`src/rtl/factorial_sched_if.sv`:
```
// Request/ack/done bundle shared by the two factorial requesters and the engine.
interface factorial_sched_if #(
  parameter int NUM_W = 4,
  parameter int OUT_W = 32
);
  logic             req0;
  logic [NUM_W-1:0] num0;
  logic             req1;
  logic [NUM_W-1:0] num1;
  logic             ack0;
  logic             ack1;
  logic             done0;
  logic             done1;
  logic [OUT_W-1:0] result;
  logic             ovf;
  logic             busy;

  modport master (
    output req0, num0, req1, num1,
    input  ack0, ack1, done0, done1, result, ovf, busy
  );

  modport slave (
    input  req0, num0, req1, num1,
    output ack0, ack1, done0, done1, result, ovf, busy
  );
endinterface

```
`src/rtl/factorial_sched.sv`:
```
// Iterative factorial engine shared by two requesters via a round-robin arbiter.
// One multiply per cycle: counts the operand down to 1, accumulating the product.
module factorial_sched #(
  parameter int NUM_W = 4,
  parameter int OUT_W = 32
) (
  input  logic             clock,
  input  logic             reset_n,
  factorial_sched_if.slave bus
);
  localparam int P_W = OUT_W + NUM_W;

  typedef enum logic [1:0] {IDLE, MULT, DONE} state_t;

  state_t           state_reg, state_next;
  logic [NUM_W-1:0] cnt_reg;
  logic [OUT_W-1:0] acc_reg;
  logic [OUT_W-1:0] result_reg;
  logic             ovf_reg;
  logic             owner_reg;
  logic             last_grant_reg;

  logic [1:0]       req;
  logic             grant;
  logic             capture;
  logic [NUM_W-1:0] num_sel;
  logic [P_W-1:0]   prod;
  logic [1:0]       ack;
  logic [1:0]       done;

  assign req = {bus.req1, bus.req0};

  // On a tie the port that was not granted last time wins.
  assign grant   = (&req) ? ~last_grant_reg : req[1];
  assign capture = reset_n && (state_reg == IDLE) && (|req);
  assign num_sel = grant ? bus.num1 : bus.num0;
  assign prod    = {{NUM_W{1'b0}}, acc_reg} * {{OUT_W{1'b0}}, cnt_reg};

  always_comb begin
    state_next = state_reg;
    case (state_reg)
      IDLE:    if (capture) state_next = MULT;
      MULT:    if (cnt_reg <= NUM_W'(1)) state_next = DONE;
      DONE:    state_next = IDLE;
      default: state_next = IDLE;
    endcase
  end

  always_ff @(posedge clock or negedge reset_n) begin
    if (!reset_n) begin
      state_reg      <= IDLE;
      cnt_reg        <= '0;
      acc_reg        <= '0;
      result_reg     <= '0;
      ovf_reg        <= 1'b0;
      owner_reg      <= 1'b0;
      last_grant_reg <= 1'b1;
    end else begin
      state_reg <= state_next;
      if (capture) begin
        cnt_reg        <= num_sel;
        acc_reg        <= OUT_W'(1);
        ovf_reg        <= 1'b0;
        owner_reg      <= grant;
        last_grant_reg <= grant;
      end else if (state_reg == MULT) begin
        if (cnt_reg > NUM_W'(1)) begin
          acc_reg <= prod[OUT_W-1:0];
          ovf_reg <= ovf_reg | (|prod[P_W-1:OUT_W]);
          cnt_reg <= cnt_reg - NUM_W'(1);
        end else begin
          result_reg <= acc_reg;
        end
      end
    end
  end

  for (genvar gi = 0; gi < 2; gi++) begin : g_port
    assign ack[gi]  = capture && (grant == 1'(gi));
    assign done[gi] = (state_reg == DONE) && (owner_reg == 1'(gi));
  end

  assign bus.ack0   = ack[0];
  assign bus.ack1   = ack[1];
  assign bus.done0  = done[0];
  assign bus.done1  = done[1];
  assign bus.result = result_reg;
  assign bus.ovf    = ovf_reg;
  assign bus.busy   = (state_reg != IDLE);
endmodule

```
`src/flat_wrapper.sv`:
```
// flat-port wrapper written by rule: the top's interface ports become plain ports
module factorial_sched_flat 
#(
  parameter int NUM_W = 4,
  parameter int OUT_W = 32
)
  (clock, reset_n, bus_req0, bus_num0, bus_req1, bus_num1, bus_ack0, bus_ack1, bus_done0, bus_done1, bus_result, bus_ovf, bus_busy);
  factorial_sched_if #(.NUM_W(NUM_W), .OUT_W(OUT_W)) bus_i ();
  input  logic clock;
  input  logic reset_n;
  input wire logic [$bits(bus_i.req0)-1:0] bus_req0;
  input wire logic [$bits(bus_i.num0)-1:0] bus_num0;
  input wire logic [$bits(bus_i.req1)-1:0] bus_req1;
  input wire logic [$bits(bus_i.num1)-1:0] bus_num1;
  output wire logic [$bits(bus_i.ack0)-1:0] bus_ack0;
  output wire logic [$bits(bus_i.ack1)-1:0] bus_ack1;
  output wire logic [$bits(bus_i.done0)-1:0] bus_done0;
  output wire logic [$bits(bus_i.done1)-1:0] bus_done1;
  output wire logic [$bits(bus_i.result)-1:0] bus_result;
  output wire logic [$bits(bus_i.ovf)-1:0] bus_ovf;
  output wire logic [$bits(bus_i.busy)-1:0] bus_busy;
  assign bus_i.req0 = bus_req0;
  assign bus_i.num0 = bus_num0;
  assign bus_i.req1 = bus_req1;
  assign bus_i.num1 = bus_num1;
  assign bus_ack0 = bus_i.ack0;
  assign bus_ack1 = bus_i.ack1;
  assign bus_done0 = bus_i.done0;
  assign bus_done1 = bus_i.done1;
  assign bus_result = bus_i.result;
  assign bus_ovf = bus_i.ovf;
  assign bus_busy = bus_i.busy;
  factorial_sched #(.NUM_W(NUM_W), .OUT_W(OUT_W)) u_core (.clock(clock), .reset_n(reset_n), .bus(bus_i));
endmodule
```
`config.mk`:
```
export PLATFORM = sky130hd
export DESIGN_NAME = factorial_sched_flat
export DESIGN_NICKNAME = d
export VERILOG_FILES = /design/src/rtl/factorial_sched_if.sv /design/src/rtl/factorial_sched.sv /design/src/flat_wrapper.sv
export SDC_FILE = /design/constraint.sdc
export NUM_CORES = 1
export LEC_CHECK = 0
export ABC_AREA = 1
export CORE_MARGIN = 2
export CORE_UTILIZATION = 50
export DETAILED_ROUTE_END_ITERATION = 7
export GPL_TIMING_DRIVEN = 0
export PLACE_DENSITY_LB_ADDON = 0.08
export SLEW_MARGIN = 15
export SYNTH_ARGS = -nofsm -noshare
export SYNTH_HDL_FRONTEND = slang
export SYNTH_SLANG_ARGS = --single-unit
```
`constraint.sdc`:
```
create_clock -name clock -period 4.1 [get_ports clock]
set_input_delay 0.82 -clock clock [delete_from_list [all_inputs] [get_ports clock]]
set_output_delay 0.82 -clock clock [all_outputs]
set_load 0.01 [all_outputs]
```
==> metrics <==
ys async rst share=1.000; Synth Register Bits=between 70 and 80; Synth Cell Area=7649 um2; n_diodes=0; fmax=260.5 MHz; Root Buffer=clkbuf_16; Place WS=-0.09198 ns; clock latency on the worst-skew pair=0.35 ns; Netlist cell types=44; Synth Flop Type=dfrtp_1; Overflow after GRT=0; RSZ-0062 raised after global routing=false; port bufs=between 40 and 50; vias per cell=4.907; Synth Instances=1150; min Tclk post-route=3.838 ns; period utilization=0.9361; initial antenna violation count=0; CP Class=register to register; CTS Hold Bufs=0; total number of vias=around 6900; Die Area=16300 um2; fin worst setup slack=0.2618 ns; Slew HR=0.5557; TritonRoute pass-1 iters=5; max_cap viols=0; setup violators final=0; post-DP HPWL=~16 mm; endpoint class of the critical path=register; Mapped Nets=1264; # Post-CTS Setup Buffers=0; std cell rows=45; status=complete, no violations; TritonCTS Buffers=9; placer congestion estimate=0.9080; clock skew=about 0.0098 ns; first-pass GRT wire length=approximately 34 mm; CTS tree=done; worst hold path class=input pin to async pin; Remaining DRCs=0; CP max FO=10; vias in the first global route=about 6500; largest net degree at the start of global routing=50; syn avg cell area=roughly 6.7 um2; setup_tns=0 ns; Sink Count=73; share of layout cells above drive strength 1=0.05679; Slew Limit Fails=0; Yosys warnings=0; Hold Vio Cnt, Final=0; floorplan core area=15090 um2; H-tree depth=3; Clk pin slew, worst setup/hold paths=0.06 ns; 1st-iter DRT viols=between 500 and 600; WL per Instance=14.39 um; post-synthesis sequential area ratio=0.2390; I/O Pins=50; Die X-Extent=127.7 um; Routed WL=20.19 mm; number of routed nets with antenna violations=0; number of enable flip-flop cells after synthesis=0; initial core utilization=0.5069; fin nets=1324; CP Launch Type=register; clk buf depth=2; Worst-Margin Slew=0.6664 ns; WP data arrival=4.08 ns; all-layer global routing usage=0.2670; synth-to-layout area growth=14.17%; Worst EP required=between 4 and 5 ns; height of the die=127.7 um
critical path, cell delays in order (launching register included):
cell and delay [ns]:
dfrtp_1 0.35, buf_2 0.17, clkbuf_2 0.23, nand2_1 0.10, inv_1 0.05, fa_1 0.50, inv_1 0.05, fa_1 0.53
inv_1 0.04, ha_1 0.37, nand2_2 0.16, inv_1 0.05, nand2_1 0.07, nand3_1 0.14, a21oi_1 0.18, nand2_2 0.14
nand2_2 0.10, nand3b_1 0.07, nand2_1 0.08, nand2_1 0.08, o21ai_2 0.19, nand2_1 0.06
cells in the mapped netlist, drive strengths merged, types with 3 or more instances:
master | number | area [um2]
a21o | 3 | 22.52
dfrtp | 72 | 1802
o22ai | 10 | 62.56
buf | 11 | 72.56
nor2 | 60 | 250.2
nor3 | 5 | 30.03
o21ai | 68 | 347.8
nand3 | 17 | 105.1
and2 | 4 | 25.03
ha | 42 | 525.5
fa | 60 | 1201
inv | 317 | 1190
nand2 | 392 | 1499
clkbuf | 18 | 67.56
a21oi | 50 | 254.0
o21bai | 5 | 48.80
path summary, 6_finish.rpt:
| check | depth (start not counted) | slack, ns | start | end |
|---|---|---|---|---|
| hold / removal | 1 | 0.39 | reset_n | u_core.acc_reg[7] |
| setup reg to reg | 21 | 0.26 | u_core.cnt_reg[2] | u_core.bus.ovf |
| hold reg to reg | 2 | 0.47 | u_core.bus.result[22] | u_core.bus.result[22] |
| max in group asynchronous | 2 | 3.07 | reset_n | u_core.last_grant_reg |
| setup / recovery | 21 | 0.26 | u_core.cnt_reg[2] | u_core.bus.ovf |
| min in group clock | 2 | 0.47 | u_core.bus.result[22] | u_core.bus.result[22] |
through the flow:
stage,cell area (um2),instances,util,hold slack (ns)
2_1_floorplan,7649,1150,-,0.4647
3_3_place_gp,8374,1387,0.5550,0.4578
3_5_place_dp,8399,1388,0.5566,0.4579
4_1_cts,8720,1404,0.5779,0.4018
5_1_grt,8732,1403,0.5787,0.4144
6_report,8732,1403,0.5787,0.3935
layout make-up:
class                   count  area (um2)
inverters                 318        1194
multi-input cells         730        4493
repair buffers             50       515.5
well taps                 188       235.2
fillers                  1518        6357
clock buffers              13       250.2
flip-flops and latches     73        1829
clock inverters             3       65.06
plain buffers              28       150.1
kinds of logic (layout without fill, tap and decap cells):
group,after synthesis,after routing,synth area share
simple gates,481,481,0.2523
xor+xnor,2,2,0.002291
fa+ha+maj,102,102,0.2257
buf+inv,347,412,0.1744
compound gates,145,145,0.1063
flops,73,73,0.2390
layer usage:
layer	GRT usage	routed length, um	up-vias
met4	0.06787	340	0
met3	0.03130	1072	19
met2	0.4171	8893	161
li1	-	-	3485
met1	0.3968	9887	3220
met5	0	0	-
what timing repair did:
action	4_1_cts	5_1_grt
endpoints found under the setup margin	2	11
hold endpoints to repair	0	0
resized for setup	4	20
cells in the final DEF (no fill, tap or decap), types with 7 or more instances in the layout:
cell type | Yosys | final
dfrtp_1 | 72 | 71
inv_1 | 314 | 314
buf_2 | 7 | 12
nand2_2 | 11 | 12
nor2_1 | 54 | 54
nand2_1 | 381 | 380
fa_1 | 60 | 60
o21ai_0 | 58 | 58
clkdlybuf4s50_1 | 0 | 48
ha_1 | 42 | 42
o22ai_1 | 10 | 10
a21oi_1 | 49 | 49
nand3_1 | 13 | 13
clkbuf_1 | 18 | 11
o21ai_1 | 8 | 7
clkbuf_16 | 0 | 9
Power is not shown: default switching activity piles up to over one toggle a cycle in this logic, so the estimate is an artifact.
